`config.mk`:
```
export PLATFORM = sky130hd
export DESIGN_NAME = soc_timer_axil_regs
export DESIGN_NICKNAME = d
export VERILOG_FILES = /design/src/rtl/soc_timer_axil_regs_pkg.sv /design/src/rtl/soc_timer_axil_regs.sv
export SDC_FILE = /design/constraint.sdc
export NUM_CORES = 1
export LEC_CHECK = 0
export BUFFER_PORTS_ARGS = -buffer_cell sky130_fd_sc_hd__buf_2
export CAP_MARGIN = 10
export CELL_PAD_IN_SITES_DETAIL_PLACEMENT = 0
export CELL_PAD_IN_SITES_GLOBAL_PLACEMENT = 1
export CORE_ASPECT_RATIO = 0.75
export CORE_MARGIN = 3
export CORE_UTILIZATION = 37
export DETAILED_ROUTE_END_ITERATION = 8
export PLACE_DENSITY = 0.94
export SLEW_MARGIN = 10
export SYNTH_ARGS = -nofsm -noshare
export SYNTH_HDL_FRONTEND = slang
export SYNTH_SLANG_ARGS = --single-unit
```
`constraint.sdc`:
```
create_clock -name clk -period 4 [get_ports clk]
set_input_delay 0.2 -clock clk [delete_from_list [all_inputs] [get_ports clk]]
set_output_delay 0.2 -clock clk [all_outputs]
set_load 0.005 [all_outputs]
```
`src/rtl/soc_timer_axil_regs_pkg.sv`:
```
// Register map, response codes and field layout shared by the SoC timer
// AXI4-Lite register front end.
package soc_timer_axil_regs_pkg;

    localparam logic [1:0] AXI_RESP_OKAY   = 2'b00;
    localparam logic [1:0] AXI_RESP_SLVERR = 2'b10;

    localparam logic [7:0] REG_LOAD_OFF       = 8'h00;
    localparam logic [7:0] REG_CONTROL_OFF    = 8'h04;
    localparam logic [7:0] REG_COUNTER_OFF    = 8'h08;
    localparam logic [7:0] REG_INT_STATUS_OFF = 8'h0C;
    localparam logic [7:0] REG_INT_CLEAR_OFF  = 8'h10;

    // Word indices as seen by the decoder (address bits [7:2]).
    localparam logic [5:0] IDX_LOAD       = REG_LOAD_OFF[7:2];
    localparam logic [5:0] IDX_CONTROL    = REG_CONTROL_OFF[7:2];
    localparam logic [5:0] IDX_COUNTER    = REG_COUNTER_OFF[7:2];
    localparam logic [5:0] IDX_INT_STATUS = REG_INT_STATUS_OFF[7:2];
    localparam logic [5:0] IDX_INT_CLEAR  = REG_INT_CLEAR_OFF[7:2];

    localparam int INT_CLEAR_BIT  = 0;
    localparam int INT_STATUS_BIT = 0;

    typedef struct packed {
        logic irq_mask;
        logic auto_reload;
        logic enable;
    } soc_timer_ctrl_t;

    localparam int          CTRL_W          = $bits(soc_timer_ctrl_t);
    localparam logic [31:0] CTRL_FIELD_MASK = 32'h7;

    typedef enum logic [1:0] {
        WR_IDLE    = 2'd0,
        WR_HAVE_AW = 2'd1,
        WR_HAVE_W  = 2'd2,
        WR_RESP    = 2'd3
    } wr_state_t;

    typedef enum logic {
        RD_IDLE = 1'b0,
        RD_RESP = 1'b1
    } rd_state_t;

endpackage

```
`src/rtl/soc_timer_axil_regs.sv`:
```
// AXI4-Lite slave for the SoC timer: holds LOAD/CONTROL, emits load and
// interrupt-clear pulses, and returns counter/interrupt status on reads.
module soc_timer_axil_regs
    import soc_timer_axil_regs_pkg::*;
#(
    parameter int ADDR_WIDTH = 32,
    parameter int DATA_WIDTH = 32
) (
    input  logic                  clk,
    input  logic                  rst,
    input  logic [ADDR_WIDTH-1:0] s_axil_awaddr,
    input  logic                  s_axil_awvalid,
    output logic                  s_axil_awready,
    input  logic [31:0]           s_axil_wdata,
    input  logic [3:0]            s_axil_wstrb,
    input  logic                  s_axil_wvalid,
    output logic                  s_axil_wready,
    output logic [1:0]            s_axil_bresp,
    output logic                  s_axil_bvalid,
    input  logic                  s_axil_bready,
    input  logic [ADDR_WIDTH-1:0] s_axil_araddr,
    input  logic                  s_axil_arvalid,
    output logic                  s_axil_arready,
    output logic [31:0]           s_axil_rdata,
    output logic [1:0]            s_axil_rresp,
    output logic                  s_axil_rvalid,
    input  logic                  s_axil_rready,
    output logic [31:0]           load_value,
    output logic                  load_strobe,
    output logic                  ctrl_enable,
    output logic                  ctrl_auto_reload,
    output logic                  ctrl_irq_mask,
    output logic                  irq_clear,
    input  logic [31:0]           counter_value,
    input  logic                  irq_flag
);

    generate
        if (DATA_WIDTH != 32) begin : g_bad_data_width
            $error("soc_timer_axil_regs: DATA_WIDTH must be 32");
        end
    endgenerate

    wr_state_t       wr_state;
    rd_state_t       rd_state;
    logic [5:0]      aw_idx_q;
    logic [31:0]     wdata_q;
    logic [3:0]      wstrb_q;
    soc_timer_ctrl_t ctrl_q;

    logic            aw_hs;
    logic            w_hs;
    logic            ar_hs;
    logic            wr_commit;
    logic [5:0]      cmt_idx;
    logic [31:0]     cmt_data;
    logic [3:0]      cmt_strb;
    logic [31:0]     rd_data_next;
    logic [1:0]      rd_resp_next;

    // Only address bits [7:2] take part in decoding; the map aliases every 256 bytes.
    logic unused_addr_bits;
    assign unused_addr_bits = ^{s_axil_awaddr[ADDR_WIDTH-1:8], s_axil_awaddr[1:0],
                                s_axil_araddr[ADDR_WIDTH-1:8], s_axil_araddr[1:0]};

    assign s_axil_awready = !rst && (wr_state == WR_IDLE || wr_state == WR_HAVE_W);
    assign s_axil_wready  = !rst && (wr_state == WR_IDLE || wr_state == WR_HAVE_AW);
    assign s_axil_arready = !rst && (rd_state == RD_IDLE);

    assign aw_hs = s_axil_awvalid && s_axil_awready;
    assign w_hs  = s_axil_wvalid && s_axil_wready;
    assign ar_hs = s_axil_arvalid && s_axil_arready;

    assign wr_commit = (wr_state == WR_IDLE    && aw_hs && w_hs) ||
                       (wr_state == WR_HAVE_AW && w_hs) ||
                       (wr_state == WR_HAVE_W  && aw_hs);

    assign ctrl_enable      = ctrl_q.enable;
    assign ctrl_auto_reload = ctrl_q.auto_reload;
    assign ctrl_irq_mask    = ctrl_q.irq_mask;

    // Whichever half arrives on the commit edge comes straight from the bus.
    always_comb begin
        cmt_idx  = aw_idx_q;
        cmt_data = wdata_q;
        cmt_strb = wstrb_q;
        if (wr_state == WR_IDLE || wr_state == WR_HAVE_W) begin
            cmt_idx = s_axil_awaddr[7:2];
        end
        if (wr_state == WR_IDLE || wr_state == WR_HAVE_AW) begin
            cmt_data = s_axil_wdata;
            cmt_strb = s_axil_wstrb;
        end
    end

    always_ff @(posedge clk) begin
        if (rst) begin
            wr_state      <= WR_IDLE;
            aw_idx_q      <= '0;
            wdata_q       <= '0;
            wstrb_q       <= '0;
            s_axil_bvalid <= 1'b0;
            s_axil_bresp  <= AXI_RESP_OKAY;
            load_value    <= '0;
            ctrl_q        <= '0;
            load_strobe   <= 1'b0;
            irq_clear     <= 1'b0;
        end else begin
            load_strobe <= 1'b0;
            irq_clear   <= 1'b0;
            if (wr_commit) begin
                wr_state      <= WR_RESP;
                s_axil_bvalid <= 1'b1;
                s_axil_bresp  <= AXI_RESP_OKAY;
                case (cmt_idx)
                    IDX_LOAD: begin
                        for (int b = 0; b < 4; b++) begin
                            if (cmt_strb[b]) begin
                                load_value[8*b +: 8] <= cmt_data[8*b +: 8];
                            end
                        end
                        load_strobe <= |cmt_strb;
                    end
                    IDX_CONTROL: begin
                        if (cmt_strb[0]) begin
                            ctrl_q <= soc_timer_ctrl_t'(cmt_data[CTRL_W-1:0]);
                        end
                    end
                    IDX_INT_CLEAR: begin
                        irq_clear <= cmt_strb[0] && cmt_data[INT_CLEAR_BIT];
                    end
                    default: begin
                        s_axil_bresp <= AXI_RESP_SLVERR;
                    end
                endcase
            end else begin
                case (wr_state)
                    WR_IDLE: begin
                        if (aw_hs) begin
                            aw_idx_q <= s_axil_awaddr[7:2];
                            wr_state <= WR_HAVE_AW;
                        end else if (w_hs) begin
                            wdata_q  <= s_axil_wdata;
                            wstrb_q  <= s_axil_wstrb;
                            wr_state <= WR_HAVE_W;
                        end
                    end
                    WR_RESP: begin
                        if (s_axil_bready) begin
                            s_axil_bvalid <= 1'b0;
                            wr_state      <= WR_IDLE;
                        end
                    end
                    default: begin
                    end
                endcase
            end
        end
    end

    // Read data is taken from the registers as they stand before any same-edge write.
    always_comb begin
        rd_data_next = '0;
        rd_resp_next = AXI_RESP_OKAY;
        case (s_axil_araddr[7:2])
            IDX_CONTROL:    rd_data_next = {{(32-CTRL_W){1'b0}}, ctrl_q} & CTRL_FIELD_MASK;
            IDX_COUNTER:    rd_data_next = counter_value;
            IDX_INT_STATUS: rd_data_next[INT_STATUS_BIT] = irq_flag;
            default:        rd_resp_next = AXI_RESP_SLVERR;
        endcase
    end

    always_ff @(posedge clk) begin
        if (rst) begin
            rd_state      <= RD_IDLE;
            s_axil_rvalid <= 1'b0;
            s_axil_rdata  <= '0;
            s_axil_rresp  <= AXI_RESP_OKAY;
        end else begin
            case (rd_state)
                RD_IDLE: begin
                    if (ar_hs) begin
                        s_axil_rdata  <= rd_data_next;
                        s_axil_rresp  <= rd_resp_next;
                        s_axil_rvalid <= 1'b1;
                        rd_state      <= RD_RESP;
                    end
                end
                default: begin
                    if (s_axil_rready) begin
                        s_axil_rvalid <= 1'b0;
                        rd_state      <= RD_IDLE;
                    end
                end
            endcase
        end
    end

endmodule

```
Yosys cells after proc, flatten, opt, wreduce, memory -nomap -nowiden. Cells that the tools add are included.

Register bits: 120.

Equality and inequality tests: 11. Mux-type cells: 21. Bitwise logic cells: 5. Reductions and logical operators: 38.

Operators with widths (count): $pmux W31 S2 (1); $mux W32 (1); $reduce_and A3 Y1 (7); $eq A6 B1 Y1 const B (2); $eq A6 B2 Y1 const B (2); $mux W2 (6); $reduce_or A3 Y1 (4); $logic_and A1 B1 Y1 (11); $mux W1 (9); $eq A6 B3 Y1 const B (1); $logic_not A6 Y1 (1); $mux W6 (1); $reduce_and A2 Y1 (3); $reduce_bool A2 Y1 (3); $not A1 Y1 (5); $eq A2 B2 Y1 const B (2); $logic_or A1 B1 Y1 (4); $mux W4 (1); $ne A4 B4 Y1 const B (1); $pmux W2 S2 (1); $reduce_and A4 Y1 (1); $reduce_or A4 Y1 (1); $ne A3 B3 Y1 const B (1); $pmux W1 S3 (1); other kinds (5) (5).

Depth between registers and ports, before layout.
Word-level depth: 10. Gate-level depth with buffers: 7. Depth with buffers taken out: 4.

Least setup slack after synthesis. Ideal clock, no wire load.

Kind: reg2reg. Start point: reg wr_state[0]. End point: reg ctrl_q (netlist bit ctrl_enable). Setup time: 0.121 ns. Arrival: 1.885 ns. Data required time: 3.879 ns. Slack: 1.994 ns. Cell stages (with the launch flop): 5. Buffers on the path: 0. Clock period less this slack: 2.006 ns. Cells stage by stage: dfxtp_1 -> mux2_2 -> or2_1 -> or4b_4 -> mux2_4.

Longest elaborated chain between the ends: 9. Elaborated cells on any way between the ends: 20. Those cells by class: eq/ne (3); mux (3); reduce/logical (14).

RTL lines: from (decl) (line soc_timer_axil_regs.sv:44) `wr_state_t wr_state;`; from (signal assigned) (line soc_timer_axil_regs.sv:98) `wr_state <= WR_IDLE;`; from (signal assigned) (line soc_timer_axil_regs.sv:112) `wr_state <= WR_RESP;`; from (signal assigned) (line soc_timer_axil_regs.sv:141) `wr_state <= WR_HAVE_AW;`; $eq A2 B2 Y1 or $logic_not A2 Y1 (tied branches); $logic_or A1 B1 Y1 (line soc_timer_axil_regs.sv:66, soc_timer_axil_regs.sv:87); $logic_and A1 B1 Y1 (line soc_timer_axil_regs.sv:66) `assign s_axil_awready = !rst && (wr_state == WR_IDLE || wr_state == WR_HAVE_W);`; $logic_and A1 B1 Y1 (line soc_timer_axil_regs.sv:70) `assign aw_hs = s_axil_awvalid && s_axil_awready;`; $logic_and A1 B1 Y1 (2 in a row) (line soc_timer_axil_regs.sv:74) `assign wr_commit = (wr_state == WR_IDLE && aw_hs && w_hs) ||`; $logic_or A1 B1 Y1 (line soc_timer_axil_regs.sv:74); $logic_or A1 B1 Y1 (line soc_timer_axil_regs.sv:75) `(wr_state == WR_HAVE_AW && w_hs) ||`; $reduce_and A3 Y1 (no line); to (signal assigned) (line soc_timer_axil_regs.sv:126) `ctrl_q <= soc_timer_ctrl_t'(cmt_data[CTRL_W-1:0]);`; to (decl) (line soc_timer_axil_regs.sv:49) `soc_timer_ctrl_t ctrl_q;`.

Parallel ways exist; a longest one is shown, timed or not. A chain may end at the register's enable or synchronous reset.

Worst setup path in the final report.
Start point: reg wr_state[0]. End point: reg load_value[14].

Longest elaborated chain between the ends: 9. Elaborated cells on any way between the ends: 20. Those cells by class: eq/ne (2); mux (3); reduce/logical (15).

RTL lines: $eq A2 B2 Y1 or $logic_not A2 Y1 (tied branches); $logic_or A1 B1 Y1 (line soc_timer_axil_regs.sv:66, soc_timer_axil_regs.sv:87); $logic_and A1 B1 Y1 (line soc_timer_axil_regs.sv:66); $logic_and A1 B1 Y1 (line soc_timer_axil_regs.sv:70); $logic_and A1 B1 Y1 (2 in a row) (line soc_timer_axil_regs.sv:74); $logic_or A1 B1 Y1 (line soc_timer_axil_regs.sv:74); $logic_or A1 B1 Y1 (line soc_timer_axil_regs.sv:75); $reduce_and A3 Y1 (no line); to (signal, indexed assignment) (line soc_timer_axil_regs.sv:119) `load_value[8*b +: 8] <= cmt_data[8*b +: 8];`; to (decl) (line soc_timer_axil_regs.sv:28) `output logic [31:0] load_value,`.

Parallel ways exist; a longest one is shown, timed or not.

==> out/metrics.csv <==
stage,metric,value,unit
final_layout,area_delta_synth_final,34.9,%
final_layout,final_cells,868,
global_route,overflow,0,
routing,dr_wl_met2,6.97,mm
clock_tree,cts_buffers,17,
final_layout,fin_area,0.00666,sq mm
critical_path,cp.required,4230,ps
clock_tree,clkLatencyLatePin,400,ps
timing,skew,6.57,ps
critical_path,worstPathCellList,or3b_1 -> a2bb2oi_2 -> and3_1 -> a311oi_1,
critical_path,criticalPathCategory,register to register,
run_status,outcome,"finished, final reports clean",
final_layout,n_fill_cell,1158,
yosys,avgSynthCellArea,9.44,sq um
timing,finalCritPeriodShare,0.748,
placed_design,dp_hpwl,9.81,mm
floorplanning,rows,35,
timing,finalSetupViolCount,0,
global_route,grt_pass1_wl,23.3,mm
timing,finalSetupTns,0,ps
yosys,yosys.area_share.simple,0.168,
yosys,synthAdderAreaFrac,0,
global_route,grt_max_degree,91,
floorplanning,core,0.0127,sq mm
yosys,ys.flop_type,dfxtp_1,
routing,top_layer_used,met5,
yosys,synth.mux.area_fraction,0.0956,
critical_path,cp-start-kind,register,
critical_path,end_kind,register,
timing,min_period,2990,ps
run,maxCapViolations,0,
clock_tree,htreeDepth,4,
yosys,ys_seq_area_frac,0.479,
critical_path,crit_path_end,load_value[14],
placed_design,placed_cells,817,
clock_tree,cts_tree,built,
timing,max-slew-margin-rel,0.236,
final_layout,fin_nets,828,
routing,num_vias,4625,
routing,routed-wl-met3,1.10,mm
yosys,synth_compound_area_frac,0.212,
global_route,grt_antenna_before_repair,1,
power_and_ir_drop,p_leak,0.00285,uW
routing,drt-initial-drc-count,344,
timing,report.final.slew_viol_count,0,
yosys,synth_seq_cells,118,
clock_tree,clk_path_buf_depth,2,
routing,viasPerCell,5.33,
floorplanning,pin_count,218,
critical_path,r2r_start,wr_state[0],
routing,wl_per_cell,16.7,um
floorplanning,die_y,106,um
clock_tree,cts.sinks,118,
routing,drc_errors,0,
floorplanning,die_x,139,um
yosys,synth_edf_count,0,
clock_tree,cts-root-buf,clkbuf_16,
final_layout,drive_gt1_frac,0.322,
final_layout,fin_util,0.526,
routing,totalWireLength,14.5,mm
floorplanning,initial_utilization,0.390,
worst_hold_path,min_path_cells,2,
power_and_ir_drop,ir_worst_vdd,0.405,mV
critical_path,timing.rr.end,load_value[14],
timing,rsz0062_at_grt,false,
yosys,ys_async_sr_fraction,0,
critical_path,worstPathArrival,3220,ps
critical_path,cp-startpoint,wr_state[0],
critical_path,slowest_stage,and3_1,
power_and_ir_drop,power.density,468,mW/mm^2
yosys,synth_warnings,0,
placed_design,dpl_cell_area,0.00584,sq mm
routing,drtPass1Iterations,4,
yosys,synth_cell_types,52,
timing,hold_viol,0,
critical_path,r2r_slack,1010,ps
global_route,track_usage,0.194,
clock_tree,cts_setup_buffers,0,
yosys,synth_top_family_by_area,compound AO/OA/AOI/OAI gates,
critical_path,cp_max_fo,18,
yosys,syn_area,0.00494,sq mm
yosys,syn_inst,523,
routing,m1WireLength,6.22,mm
worst_hold_path,min_path_type,input port to register,
floorplanning,dieArea,0.0148,sq mm
placed_design,io_buffers,163,
critical_path,slowest_delay,830,ps
critical_path,ff2ff_path_depth,4,
global_route,grt_pass1_vias,4626,
yosys,synth-xor-area-share,0,
timing,fmax,0.334,GHz
routing,ant_nets,0,
timing,tightest_slew,1140,ps
clock_tree,clk_pin_slew,60,ps
placed_design,gp_congestion,0.793,
[synth_stat cells (all sizes together) (4+ instances only)]
library cell | n | area [sq um]
clkbuf | 28 | 105
a41o | 8 | 80.1
a221oi | 4 | 35.0
nor3 | 5 | 25.0
mux2i | 31 | 310
buf | 17 | 103
o21ai | 4 | 20.0
dfxtp | 118 | 2360
a21oi | 38 | 190
a22o | 29 | 254
a211oi | 22 | 165
nand2 | 75 | 282
nor2 | 36 | 138
mux2 | 14 | 161
nor2b | 19 | 119
and2 | 8 | 52.6
inv | 4 | 15.0
a31oi | 8 | 50.1
a41oi | 16 | 140
and3 | 4 | 25.0
[cell type report]
class	instances	area, sq um	share of cell area
Multi-Input combinational cell	357	2370	0.355
Sequential cell	118	2360	0.355
Clock inverter	14	199	0.0299
Clock buffer	18	439	0.0659
Timing Repair Buffer	190	1070	0.160
Antenna cell	1	2.50	0.000376
Inverter	4	15.0	0.00225
Tap cell	166	208	0.0312
[cells in the final DEF (no fill, tap or decap), types with 2 or more instances in the layout]
cell type	Yosys	routed
a311oi_1	3	3
nor3_1	5	4
clkinvlp_4	0	4
a22oi_1	3	3
nor4_1	2	2
mux2i_1	31	31
nor2b_1	19	19
o21ai_0	4	4
or3b_1	2	2
buf_2	10	162
bufinv_16	0	4
mux2_2	8	8
and3_1	4	4
a221oi_1	4	4
nand2_1	75	75
inv_6	0	2
nand3b_1	3	3
buf_4	3	10
mux2_1	5	5
a21oi_1	38	38
nor2_2	1	2
a31oi_1	8	8
and2_1	7	7
inv_1	4	4
conb_1	1	2
nand2b_1	2	2
clkbuf_16	0	17
nor3b_2	1	2
a41oi_1	16	16
a22o_1	29	29
clkinv_4	0	3
dlygate4sd3_1	0	18
dfxtp_1	118	117
a41o_1	8	8
a211oi_1	22	22
nor2_1	35	34
[cells by family after synthesis]
logic type	Yosys count
other	1
DFF	118
AOI/OAI and AO/OA	141
and+or+nand+nor	169
buffers and inverters	49
muxes	45
[worst max-delay path, delay by kind of cell (launching register included)]
family	cells	cell delay (ps)
and+or+nand+nor	2	1280
AOI/OAI and AO/OA	2	880
DFF	1	640
[sequential cells by signal, summed over array words and instances, names as in the netlist, 2 cells and up]
name / count
load_value: 32
s_axil_rdata: 32
wdata_q: 32
aw_idx_q: 6
wstrb_q: 4
wr_state: 2
[power breakdown]
| part | leakage (uW) | switching, uW | total, uW | internal [uW] |
|---|---|---|---|---|
| clock | 0.000299 | 567 | 1630 | 1060 |
| combinational | 0.00159 | 158 | 275 | 117 |
| sequential | 0.000954 | 14.4 | 1210 | 1200 |
| total | 0.00285 | 739 | 3120 | 2380 |
[worst min path at each step]
stage | startpoint | end | slack (ps)
floorplan | counter_value[10] | s_axil_rdata[10] | 330
global placement | counter_value[20] | s_axil_rdata[20] | 410
detailed placement | counter_value[5] | s_axil_rdata[5] | 410
CTS | counter_value[6] | s_axil_rdata[6] | 0.3
global route | counter_value[21] | s_axil_rdata[21] | 4
finish | counter_value[18] | s_axil_rdata[18] | 10
[routing by layer]
| layer | up-vias | global-route usage |
|---|---|---|
| met1 | 2210 | 0.243 |
| met2 | 165 | 0.321 |
| met3 | 17 | 0.0612 |
| li1 | 2231 | - |
| met5 | - | 0 |
| met4 | 2 | 0.0594 |
[what timing repair did]
action                                  CTS  global route
endpoints found under the hold margin    18             0
hold buffers                             18             0
gates resized for setup                   0             0
endpoints found under the setup margin    0             0
[through the flow]
step	hold slack [ps]	setup WS (ps)	power [uW]
2_1_floorplan	326	1990	1390
3_3_place_gp	411	1230	1480
3_5_place_dp	415	1060	1490
4_1_cts	0.253	992	3150
5_1_grt	3.69	834	3230
6_report	12.4	1010	3120
Power figures use the tool's default switching activity.
